## config.mk

```make
export PLATFORM = sky130hd
export DESIGN_NAME = frog_mem_bus
export DESIGN_NICKNAME = d
export VERILOG_FILES = /design/src/rtl/frog_mem_bus.sv
export SDC_FILE = /design/constraint.sdc
export NUM_CORES = 1
export LEC_CHECK = 0
export CORE_UTILIZATION = 63
export DETAILED_ROUTE_END_ITERATION = 12
export HOLD_SLACK_MARGIN = 0.1
export PLACE_DENSITY = 0.88
export SYNTH_ARGS = -nofsm -noshare
export SYNTH_HDL_FRONTEND = slang
export SYNTH_SLANG_ARGS = --single-unit
export TNS_END_PERCENT = 20
```

## constraint.sdc

```tcl
create_clock -name clk -period 3.85 [get_ports clk]
set_clock_uncertainty 0.05 [all_clocks]
set_input_delay 0.77 -clock clk [delete_from_list [all_inputs] [get_ports clk]]
set_output_delay 0.77 -clock clk [all_outputs]
set_load 0.005 [all_outputs]
```

## src/rtl/frog_mem_bus.sv

```systemverilog
// Memory/bus stage for the frog 4-bit CPU: 128x4 NOP-reset memory, edge-committed writes.
// Optional host loader compiled in with FROG_MEM_LOADER_EN.
module frog_mem_bus #(
  parameter int ADDR_W = 7,
  parameter int DATA_W = 4,
  parameter int DEPTH = 128,
  parameter logic [DATA_W-1:0] RESET_NIB = 4'h8
) (
  input  logic              clk,
  input  logic              rst_n,
  input  logic [ADDR_W-1:0] bus_in,
  input  logic              wcyc,
  output logic [DATA_W-1:0] rd_data,
  output logic [7:0]        wr_count,
  input  logic              load_en,
  input  logic              load_valid,
  input  logic [DATA_W-1:0] load_nib,
  output logic              load_ready,
  output logic              cpu_hold
);

  logic [DATA_W-1:0] mem [DEPTH];
  logic [ADDR_W-1:0] addr_q;
  logic [DATA_W-1:0] hold_q;
  logic              wcyc_q;
  logic              cpu_en;
  logic              cpu_we;
  logic              ld_we;
  logic [ADDR_W-1:0] ld_addr;
  logic [DATA_W-1:0] ld_data;

`ifdef FROG_MEM_LOADER_EN
  typedef enum logic [1:0] {
    IDLE,
    LOAD,
    DONE
  } state_t;

  localparam logic [ADDR_W-1:0] PTR_MAX = ADDR_W'(DEPTH - 1);

  state_t            state;
  state_t            state_nx;
  logic [ADDR_W-1:0] ptr;

  always_ff @(posedge clk or negedge rst_n) begin
    if (!rst_n) state <= IDLE;
    else        state <= state_nx;
  end

  // Dropping load_en beats a same-cycle accept.
  always_comb begin
    state_nx   = state;
    load_ready = 1'b0;
    cpu_hold   = 1'b0;
    ld_we      = 1'b0;
    unique case (state)
      IDLE: begin
        if (load_en) state_nx = LOAD;
      end
      LOAD: begin
        load_ready = 1'b1;
        cpu_hold   = 1'b1;
        if (!load_en) begin
          state_nx = IDLE;
        end else if (load_valid) begin
          ld_we = 1'b1;
          if (ptr == PTR_MAX) state_nx = DONE;
        end
      end
      DONE: begin
        cpu_hold = 1'b1;
        if (!load_en) state_nx = IDLE;
      end
      default: state_nx = IDLE;
    endcase
  end

  always_ff @(posedge clk or negedge rst_n) begin
    if (!rst_n)
      ptr <= '0;
    else if (state == IDLE && load_en)
      ptr <= '0;
    else if (ld_we && ptr != PTR_MAX)
      ptr <= ptr + 1'b1;
  end

  assign cpu_en  = (state == IDLE);
  assign ld_addr = ptr;
  assign ld_data = load_nib;
`else
  logic unused_load;
  assign unused_load = ^{load_en, load_valid, load_nib};
  assign load_ready  = 1'b0;
  assign cpu_hold    = 1'b0;
  assign ld_we       = 1'b0;
  assign cpu_en      = 1'b1;
  assign ld_addr     = '0;
  assign ld_data     = '0;
`endif

  // One commit per wcyc assertion: rising edge only.
  assign cpu_we  = wcyc & ~wcyc_q & cpu_en;
  assign rd_data = wcyc ? hold_q : mem[bus_in];

  always_ff @(posedge clk or negedge rst_n) begin
    if (!rst_n) begin
      for (int i = 0; i < DEPTH; i++) mem[i] <= RESET_NIB;
    end else if (ld_we) begin
      mem[ld_addr] <= ld_data;
    end else if (cpu_we) begin
      mem[addr_q] <= bus_in[DATA_W-1:0];
    end
  end

  always_ff @(posedge clk or negedge rst_n) begin
    if (!rst_n) begin
      addr_q   <= '0;
      hold_q   <= RESET_NIB;
      wcyc_q   <= 1'b0;
      wr_count <= '0;
    end else begin
      wcyc_q <= wcyc;
      if (!wcyc) begin
        addr_q <= bus_in;
        hold_q <= mem[bus_in];
      end
      if (cpu_we && wr_count != 8'hFF)
        wr_count <= wr_count + 8'd1;
    end
  end

endmodule
```

==> impl_results.md <==
* Worst-skew pair later-pin latency at 0.62 ns
* Simple-gate area share of the yosys netlist at roughly 5.8%
* Commonest non-fill, non-tap cell in the layout: mux2_2
* Post-synth top flop: dfrtp_1
* RD Place Congestion at 0.8966
* Largest family of logic cells by synthesized area: multiplexers
* Fmax at 0.2532 GHz
* Rel. slew slack at a little over half
* Gr usage total at 33.29%
* Combinational share of power at 11.2%
* Fin. Hold Viols at 0
* Pins Over Slew Limit at 0
* Root Buffer: clkbuf_16
* Unique masters post-synth at between 50 and 60
* Post-DRT Antenna Nets at 0
* Share of the synthesized area in the top cell type at between 40% and 50%
* Core Area at 38,650 µm²
* Pwr Density at 473.2 nW/µm²
* Post-synth ARST share at 100.0%
* Switch share at about 24%
* Pwr Total at 13.33 mW
* HPWL Detailed at 40,060 µm
* YS warnings at 0
* Critical Path Start Type: input port
* FF+latch count, synth at 532
* Clock-pin slew on the worst setup and hold paths at ~0.060 ns
* RSZ-0062 raised after global routing: yes
* Syn_area_per_cell at 14.07 µm²
* Die X at 199.8 µm
* Vias per inst at 6.652
* Mapped cell area at 24,640 µm²
* Adder-cell share of the synthesized area at 0.05078%
* Failing checks: setup timing
* Layout cells sized above 1 at approximately 50%
* NetSw at 3.236 mW
* Grt total ovfl at 0
* Max Cap Viol at 0
* Diodes inserted at 0
* Final instance area at 28,170 µm²
* Seq pwr share at between 40 and 50%
* DRC at 0
* First-pass DRT Iterations at 7
* Clk buf depth at 3
* Synth Area in Compound Gates at 3.666%
* TritonCTS clock tree: yes
* Worst Path Arrival at 3.13 ns
* Largest net degree at the start of global routing at 105
* Final wirelength at 63,070 µm
* Num CTS Buffers at 52
* Mux share of post-synthesis cell area at 33.18%
* Die Y-Extent at 199.8 µm
* Clock share of power at 40.8%
* Post-route insts no fill at 2,399
* Crit path launch: bus_in[2]
* XOR/XNOR share of the synthesized area at 0.2488%
* Area leader, netlist: dfrtp_1
* Top post-synthesis cells by area: dfrtp_1 (41%), mux2_2 (21%), dfstp_2 (14%)
* Final period util at 102.6%
* Largest fanout on the critical path at 28
* DRT iter0 DRCs at 1,542
* Worst-margin pin slew at 0.6968 ns
* Initial cell density of the core at 63.75%
* Hold Crit Class: in2async
* Htree depth at 2
* Placed cell areas at 26,100 µm²
* Leak pwr at 12.78 nW
* EDFF count, synth at 0
* Worst Path Class, Setup: in2out
* Final worst path period need at just under 4 ns
* Register area share after synthesis at 54.69%
* Placed Cells at about 2,300
* Outcome: finished, violations left
* Hold slack at between 0.1 and 0.15 ns
* Clock Sinks at between 500 and 600
* CP required at between 3 and 4 ns
* Layout area overhead at 14.35%
* IO Port Bufs at 21
* Vias at 15,958
* Most frequent cells in the layout: mux2_2 (452), dfrtp_1 (403), nand2_1 (181)
* Vias in the first global route at about 17,000
* CP Capture Type: output pin
* Peak VDD IR at 0.3423 mV
* Die area at between 30,000 and 40,000 µm²
* I/O pin count at 30
* Setup TNS at -0.1665 ns
* FP Rows at 72
* Initial antenna violation count at 2
* R2r startpoint: addr_q[4]
* Nets at 1,854
* Fill cell count at approximately 2,200
* WL per Instance at 26.29 µm
* First-pass GRT wire length at between 90,000 and 100,000 µm
* Final setup margin at -0.09900 ns
* Final setup vio count at 2
* Power Internal at 10.10 mW
* Synth Instances at 1,751
power by group through the flow:
stage / combinational, mW / clock (mW) / sequential (mW)
3_5_place_dp: 1.42 / 0 / 6.48
6_report: 1.49 / 5.44 / 6.41
3_3_place_gp: 1.35 / 0 / 6.43
5_1_grt: 1.60 / 5.68 / 6.46
4_1_cts: 1.47 / 5.46 / 6.40
2_1_floorplan: 0.909 / 0 / 6.37
flip-flops by register name, indices dropped and copies added, names as in the netlist:
name      count
mem         512
wr_count      8
addr_q        7
hold_q        4
wcyc_q        1
kinds of logic after synthesis:
kind of cell	count (synthesis)
mux	606
xor+xnor	7
other cells	1
simple gates	333
fa+ha+maj	1
compound gates	147
flops	532
buf+inv	124
path summary, 6_finish.rpt:
check / endpoint / slack (ns) / depth (start not counted)
worst max-delay path: rd_data[0] / -0.1 / 8
worst min-delay path: mem[226] / 0.13 / 1
worst max register to register: mem[290] / 1.17 / 4
worst min register to register: mem[250] / 0.43 / 2
max in group asynchronous: mem[315] / 2.57 / 2
min in group clk: mem[250] / 0.43 / 2
synthesized netlist by cell type, drive strengths merged, types with 8 or more instances:
cell type,instances
and2,8
a22oi,21
dfstp,129
buf,42
nand2,181
nor2,75
nand3,11
nand4,10
mux4,123
clkbuf,81
nor2b,14
nor3,8
mux2i,31
nand2b,10
o21ai,82
mux2,452
dfrtp,403
final cells by class:
type,instances,area [µm²],area share [%]
Multi-Input combinational cell,1096,10630,37.73
Sequential cell,532,13470,47.82
Clock inverter,20,261.5,0.9281
Timing Repair Buffer,154,1585,5.627
Clock buffer,78,1570,5.573
Tap cell,518,648.1,2.300
Inverter,1,3.754,0.01332
routing by layer:
metal	up-vias	share of wire [%]	routed length, µm	track usage [%]
li1	6563	-	-	-
met1	8337	38	23660	42.50
met2	806	49	30960	53.24
met3	248	8.2	5163	8.014
met4	4	5.2	3265	17.67
met5	-	0.030	19	0
metrics by stage:
step                      setup WS (ns)  util [%]
after CTS                       -0.1065     72.76
after floorplan                  0.6297         -
after global placement          -0.3346     67.53
after detailed placement        -0.3564     67.53
final                          -0.09900     72.90
after global routing            -0.1251     72.90
what timing repair did:
action | in CTS | in global routing
gates resized for setup | 22 | 14
pin swaps | 6 | 4
buffers inserted | 3 | 1
endpoints found under the setup margin | 4 | 4
cloned | 3 | 0
hold buffers | 0 | 0
critical path, cell delays in order:
cell and delay, ns:
buf_6 0.31, buf_12 0.22, or3b_2 0.48, o22ai_1 0.26
a211oi_1 0.15, a22oi_2 0.28, nand3_2 0.16, clkdlybuf4s50_1 0.48
Note: power is estimated with default switching activity, not from simulation.
